File: src/rtl/rr_resource_controller.sv
`default_nettype none
// ============================================================================
// Module   : rr_resource_controller
// Purpose  : Round-robin owner controller for one shared resource. Grants a
//            single requester at a time, keeps the grant until the owner
//            signals done, drops its request, or exhausts the hold budget,
//            then inserts exactly one dead (GAP) cycle before the next owner.
// Ports    : clk, rst_n (async active-low)
//            requesters[NUM_REQUESTERS] : per-requester request level
//            done[NUM_REQUESTERS]       : per-requester end-of-transaction pulse
//            grant[NUM_REQUESTERS]      : registered one-hot grant (or zero)
//            owner_id[ID_W]             : registered index of the owner
//            busy                       : high while a grant is held
//            timeout                    : high in the GAP after a forced release
// Revision : 1.0 - initial release
// ============================================================================
module rr_resource_controller #(
    parameter  int NUM_REQUESTERS = 4,
    parameter  int MAX_HOLD       = 16,
    localparam int ID_W           = $clog2(NUM_REQUESTERS),
    localparam int CNT_W          = (MAX_HOLD > 1) ? $clog2(MAX_HOLD) : 1
) (
    input  logic                      clk,
    input  logic                      rst_n,
    input  logic [NUM_REQUESTERS-1:0] requesters,
    input  logic [NUM_REQUESTERS-1:0] done,
    output logic [NUM_REQUESTERS-1:0] grant,
    output logic [ID_W-1:0]           owner_id,
    output logic                      busy,
    output logic                      timeout
);

    typedef enum logic [1:0] {
        ST_IDLE = 2'd0,
        ST_OWN  = 2'd1,
        ST_GAP  = 2'd2
    } state_t;

    localparam logic [NUM_REQUESTERS-1:0] ONE       = NUM_REQUESTERS'(1);
    localparam logic [CNT_W-1:0]          HOLD_LAST = CNT_W'(MAX_HOLD - 1);

    state_t                    state, state_n;
    logic [NUM_REQUESTERS-1:0] last, last_n;
    logic [NUM_REQUESTERS-1:0] grant_n;
    logic [ID_W-1:0]           owner_id_n;
    logic [CNT_W-1:0]          hold_cnt, hold_cnt_n;
    logic                      timeout_n;

    logic [NUM_REQUESTERS-1:0] masked;
    logic [NUM_REQUESTERS-1:0] cand;
    logic [NUM_REQUESTERS-1:0] winner;
    logic [ID_W-1:0]           winner_id;
    logic                      owner_done;
    logic                      owner_req;
    logic                      at_limit;

    // ------------------------------------------------------------------------
    // Arbitration. (last-1)|last covers every bit at or below the previous
    // owner, so masked keeps only requesters strictly above it. With last=0
    // the subtraction yields all ones and the search falls back to the plain
    // lowest-index requester, which is also the wrap-around case.
    // ------------------------------------------------------------------------
    always_comb begin
        masked    = requesters & ~((last - ONE) | last);
        cand      = (masked != '0) ? masked : requesters;
        winner    = cand & (~cand + ONE);   // isolate lowest set bit
        winner_id = '0;
        for (int i = 0; i < NUM_REQUESTERS; i++) begin
            if (winner[i]) begin
                winner_id = ID_W'(i);
            end
        end
    end

    // Owner-qualified views: done and request bits of non-owners are ignored.
    assign owner_done = |(done & grant);
    assign owner_req  = |(requesters & grant);
    assign at_limit   = (hold_cnt == HOLD_LAST);

    // ------------------------------------------------------------------------
    // Next-state and next-output logic
    // ------------------------------------------------------------------------
    always_comb begin
        state_n    = state;
        grant_n    = grant;
        owner_id_n = owner_id;
        last_n     = last;
        hold_cnt_n = hold_cnt;
        timeout_n  = 1'b0;

        case (state)
            ST_IDLE, ST_GAP: begin
                if (requesters != '0) begin
                    state_n    = ST_OWN;
                    grant_n    = winner;
                    owner_id_n = winner_id;
                    last_n     = winner;
                    hold_cnt_n = '0;
                end else begin
                    state_n    = ST_IDLE;
                    grant_n    = '0;
                    owner_id_n = '0;
                end
            end

            ST_OWN: begin
                // A normal release outranks the budget check, so done on the
                // final allowed cycle never raises timeout.
                if (owner_done || !owner_req) begin
                    state_n    = ST_GAP;
                    grant_n    = '0;
                    owner_id_n = '0;
                end else if (at_limit) begin
                    state_n    = ST_GAP;
                    grant_n    = '0;
                    owner_id_n = '0;
                    timeout_n  = 1'b1;
                end else begin
                    hold_cnt_n = hold_cnt + CNT_W'(1);
                end
            end

            default: begin
                state_n    = ST_IDLE;
                grant_n    = '0;
                owner_id_n = '0;
                last_n     = '0;
                hold_cnt_n = '0;
            end
        endcase
    end

    // ------------------------------------------------------------------------
    // State and output registers
    // ------------------------------------------------------------------------
    always_ff @(posedge clk or negedge rst_n) begin
        if (!rst_n) begin
            state    <= ST_IDLE;
            grant    <= '0;
            owner_id <= '0;
            last     <= '0;
            hold_cnt <= '0;
            timeout  <= 1'b0;
        end else begin
            state    <= state_n;
            grant    <= grant_n;
            owner_id <= owner_id_n;
            last     <= last_n;
            hold_cnt <= hold_cnt_n;
            timeout  <= timeout_n;
        end
    end

    assign busy = (state == ST_OWN);

endmodule
`default_nettype wire

File: config.mk
export PLATFORM = sky130hd
export DESIGN_NAME = rr_resource_controller
export DESIGN_NICKNAME = d
export VERILOG_FILES = /design/src/rtl/rr_resource_controller.sv
export SDC_FILE = /design/constraint.sdc
export NUM_CORES = 1
export LEC_CHECK = 0
export CAP_MARGIN = 20
export CORE_MARGIN = 1
export CORE_UTILIZATION = 52
export DETAILED_ROUTE_END_ITERATION = 10
export PLACE_DENSITY = 0.78
export RECOVER_POWER = 25
export SLEW_MARGIN = 30
export SYNTH_ARGS = -nofsm -noshare
export SYNTH_HDL_FRONTEND = slang
export SYNTH_SLANG_ARGS = --single-unit
File: constraint.sdc
create_clock -name clk -period 3.7 [get_ports clk]
set_input_delay 0.555 -clock clk [delete_from_list [all_inputs] [get_ports clk]]
set_output_delay 0.555 -clock clk [all_outputs]
set_load 0.05 [all_outputs]
# Word level (Yosys, flattened, before mapping)
# Index checks and enable logic that the tools add are counted.
[totals] wordCells=59 inputBits=10 ff_bits=17
[classes] bitwise_logic=8 n_addsub=3 n_mux=25 n_reduce_logical=10 eq_ne=7
[op_table] operator="4-bit two-way mux" count=8
[op_table] operator="4-bit case mux with 2 select lines" count=3
[op_table] operator="4-bit bitwise AND" count=4
[op_table] operator="2-bit two-way mux" count=7
[op_table] operator="4-bit by 1-bit adder with 4-bit output (second input constant)" count=2
[op_table] operator="4-bit NOT" count=2
[op_table] operator="2-bit case mux with 2 select lines" count=2
[op_table] operator="4-bit nonzero test" count=2
[op_table] operator="4-bit OR reduction" count=2
[op_table] operator="2-bit inequality test (second input constant)" count=3
[op_table] operator="1-bit two-way mux" count=5
[op_table] operator="4-bit equality test (second input constant)" count=1
[op_table] operator="4-bit OR" count=1
[op_table] operator="4-bit by 1-bit subtractor with 4-bit output (second input constant)" count=1
[op_table] operator="3-bit by 1-bit inequality test with 1-bit output (second input constant)" count=1
[op_table] operator="3-bit AND reduction" count=1
[op_table] operator="2-bit by 1-bit equality test with 1-bit output (second input constant)" count=1
[op_table] operator="2-bit equality test (second input constant)" count=1
[op_table] operator="2-bit logical NOT" count=1
[op_table] operator="2-bit AND reduction" count=1
[op_table] operator="2-bit OR reduction" count=1
[op_table] operator="1-bit logical NOT" count=1
[op_table] operator="1-bit logical OR" count=1
[op_table] operator="1-bit NOT" count=1

# Logic depth before layout (Yosys ltp)
[logic_depth] depth_word=14 depth_mapped=5 ltp_nobuf=4

# Worst setup path after synthesis
# OpenSTA, ideal clock, no wires.
[synth_timing] kind="register -> register" start="reg grant[2]" end="reg owner_id[0]" path_stages_with_launch=6 t_arrival_ps=1641 n_path_buf=1 slack_ps=1935 required_time_ps=3576 synth_period_minus_slack_ps=1765 path_cell_list="dfrtp_1 > a22oi_1 > a211oi_4 > and3_1 > buf_6 > a211o_1"
[synth_via] elab_chain_len=6
[synth_lines] element="start: declaration" line="27" source="output logic [NUM_REQUESTERS-1:0] grant,"
[synth_lines] element="start signal: assignment" line="146" source="grant <= grant_n;"
[synth_lines] element="4-bit bitwise AND" line="77" source="assign owner_req = |(requesters & grant);"
[synth_lines] element="4-bit OR reduction" line="77"
[synth_lines] element="1-bit logical NOT" line="109" source="if (owner_done || !owner_req) begin"
[synth_lines] element="1-bit logical OR *" line="109"
[synth_lines] element="2-bit two-way mux" line="109"
[synth_lines] element="2-bit case mux with 2 select lines" line="91" source="case (state)"
[synth_lines] element="end signal: assignment" line="147" source="owner_id <= owner_id_n;"
[synth_lines] element="end: declaration" line="28" source="output logic [ID_W-1:0] owner_id,"
# Mark *: on every way between the ends. The rest lies on a longest branch, timed or not.
# A chain may end at the register's enable or synchronous reset.

# Worst setup path in the final report
[layout_timing] start="reg state[0]" end="out busy"
[layout_via] elab_chain_len=1
[layout_lines] element="start: declaration" line="42" source="state_t state, state_n;"
[layout_lines] element="start signal: assignment" line="145" source="state <= state_n;"
[layout_lines] element="2-bit by 1-bit equality test with 1-bit output" line="154" source="assign busy = (state == ST_OWN);"
[layout_lines] element="end: declaration" line="29" source="output logic busy,"
# Every way passes these cells.

==> flow_summary.json <==
{
  "outcome": "complete, no violations",
  "drc": 0,
  "clockBufferDepth": 2,
  "cap_violations": 0,
  "finalCritPeriodShare": 0.669,
  "nets": 113,
  "finalHoldViolations": 0,
  "die_y_um": 42.9,
  "layout_min_cycle_time_ps": 2470,
  "cp_max_fo": 7,
  "path_cells": "nand2b_1 > inv_1 > clkdlybuf4s50_1",
  "worst_pin_slew_ps": 766,
  "cts_setup_buffers": 0,
  "multi_input_area_um2": 414,
  "hp-class": "reg2reg",
  "gr-total-overflow": 0,
  "grt_first_pass_wirelength_mm": 3.33,
  "antenna_found_initial": 0,
  "ys.warnings.count": 0,
  "fin_util": 0.697,
  "synthArstFlopShare": 1.00,
  "setup_viol": 0,
  "yosysUniqueCellTypes": 33,
  "place_area_mm2": 0.00105,
  "antenna_cells": 0,
  "first_iter_violations": 24,
  "drt_first_pass_iters": 5,
  "setup_tns_ps": 0,
  "seq_area_um2": 425,
  "dp_hpwl_mm": 1.47,
  "via_count": 740,
  "fin_area_mm2": 0.00107,
  "path_class": "reg2out",
  "start_util": 0.564,
  "ys_seq_elements": 17,
  "grt_usage": 0.247,
  "ctsResizeCount": 0,
  "cts_buffers": 3,
  "finClkSkew_ps": 4.69,
  "die_w_um": 42.9,
  "ant_nets": 0,
  "io_pins": 18,
  "grt_max_degree": 18,
  "htreeDepth": 1,
  "most-common-layout-cells": "dfrtp_1 (17), clkdlybuf4s50_1 (16), nand2_1 (9)",
  "required_ps": 3140,
  "startpoint_type": "register",
  "synthCells": 81,
  "cp-end-kind": "primary output",
  "ir_drop_uv": 441,
  "worst-path-buf-inv": 2,
  "syn-mean-instance-area_um2": 10.7,
  "clkTransAtPathRegs_ps": 100,
  "routed_wl_mm": 1.94,
  "fp-row-count": 14,
  "cts.sinks": 17,
  "synth_seq_area_share": 0.489,
  "synth.cell_area_um2": 870,
  "max_stage_delay_ps": 830,
  "holdBufCountCts": 0,
  "portBuffers": 17,
  "crit_family": "buffers and inverters",
  "cts_tree": "built",
  "clk_latency_ps": 300,
  "via_per_inst": 6.32,
  "cp_slowest_cell": "clkdlybuf4s50_1",
  "drive_above_1_share": 0.119,
  "synth_nets": 92,
  "p_per_area_mw_per_mm2": 773,
  "p_leak_nw": 0.498,
  "core_mm2": 0.00154,
  "yosys_most_used_dff": "dfrtp_1",
  "cp_data_arrival_time_ps": 1920,
  "design.die.area_mm2": 0.00184,
  "max_slew_margin": 0.488,
  "synth_edf_count": 0,
  "clock-root-buffer": "clkbuf_4",
  "routedWlPerCell_um": 16.5,
  "grt_setup_unrepaired": "false",
  "areaGrowthSynthToFinish_pct": 23.6,
  "gp_congestion": 0.841,
  "max_freq_ghz": 0.404,
  "nFillCells": 127,
  "layout_commonest_cell": "dfrtp_1",
  "grt_pass1_vias": 734,
  "drv_slew": 0
}
## cell type report
| cell class | count | share of cell area |
|---|---|---|
| timing repair buffer | 17 | 0.158 |
| sequential | 17 | 0.396 |
| multi-input combinational | 58 | 0.385 |
| clock buffer | 4 | 0.0244 |
| inverter | 5 | 0.0175 |
| tap | 16 | 0.0186 |
## worst paths after layout
| check | startpoint | to | slack, ps | cells after the start |
|---|---|---|---|---|
| min in group asynchronous | rst_n | hold_cnt[0] | 760 | 1 |
| min reg2reg | owner_id[0] | owner_id[0] | 520 | 1 |
| max in group asynchronous | rst_n | last[1] | 2460 | 1 |
| min | owner_id[0] | owner_id[0] | 520 | 1 |
| max reg2reg | grant[0] | owner_id[1] | 2000 | 4 |
| max | state[0] | busy | 1230 | 3 |
## metal layers
layer / vias to the layer above / wire (µm) / GRT usage
li1: 345 / - / -
met1: 361 / 912 / 0.331
met2: 30 / 860 / 0.379
met3: 4 / 125 / 0.0468
met4: 0 / 37 / 0.125
met5: - / 0 / 0
## sequential cells by signal, summed over array words and instances (netlist names)
name,count
timeout,1
grant,4
last,4
owner_id,2
state,2
hold_cnt,4
## stage by stage
step	power (mW)	setup WS, ps	hold WS, ps	std cells
floorplan	0.602	1940	259	81
global placement	0.721	1380	478	113
detailed placement	0.728	1380	486	113
CTS	0.827	1250	518	117
global route	0.879	1130	547	117
finish	0.830	1230	517	117
## cells by family (layout without fill, tap and decap cells)
kind of cell             count (synthesis)  count (layout)  share of synthesized area
flip-flops                              17              17                      0.489
buffers and inverters                    6              26                     0.0345
AND/OR/NAND/NOR                         26              26                      0.154
AO/OA/AOI/OAI                           31              31                      0.308
adder cells (fa/ha/maj)                  1               1                     0.0144
## synthesized netlist by cell type (3+ instances only)
library cell / count / area share
nand2_1: 9 / 0.039
o21ai_0: 5 / 0.029
nand3_1: 3 / 0.017
dfrtp_1: 17 / 0.49
inv_1: 4 / 0.017
nor2b_1: 3 / 0.022
nor2_1: 4 / 0.017
## report_power, final
| part | internal, mW | switching, mW | total, mW |
|---|---|---|---|
| sequential | 0.242 | 0.0615 | 0.304 |
| clock | 0.0421 | 0.0613 | 0.103 |
| combinational | 0.157 | 0.266 | 0.423 |
| total | 0.441 | 0.389 | 0.830 |
Power figures use the tool's default switching activity.
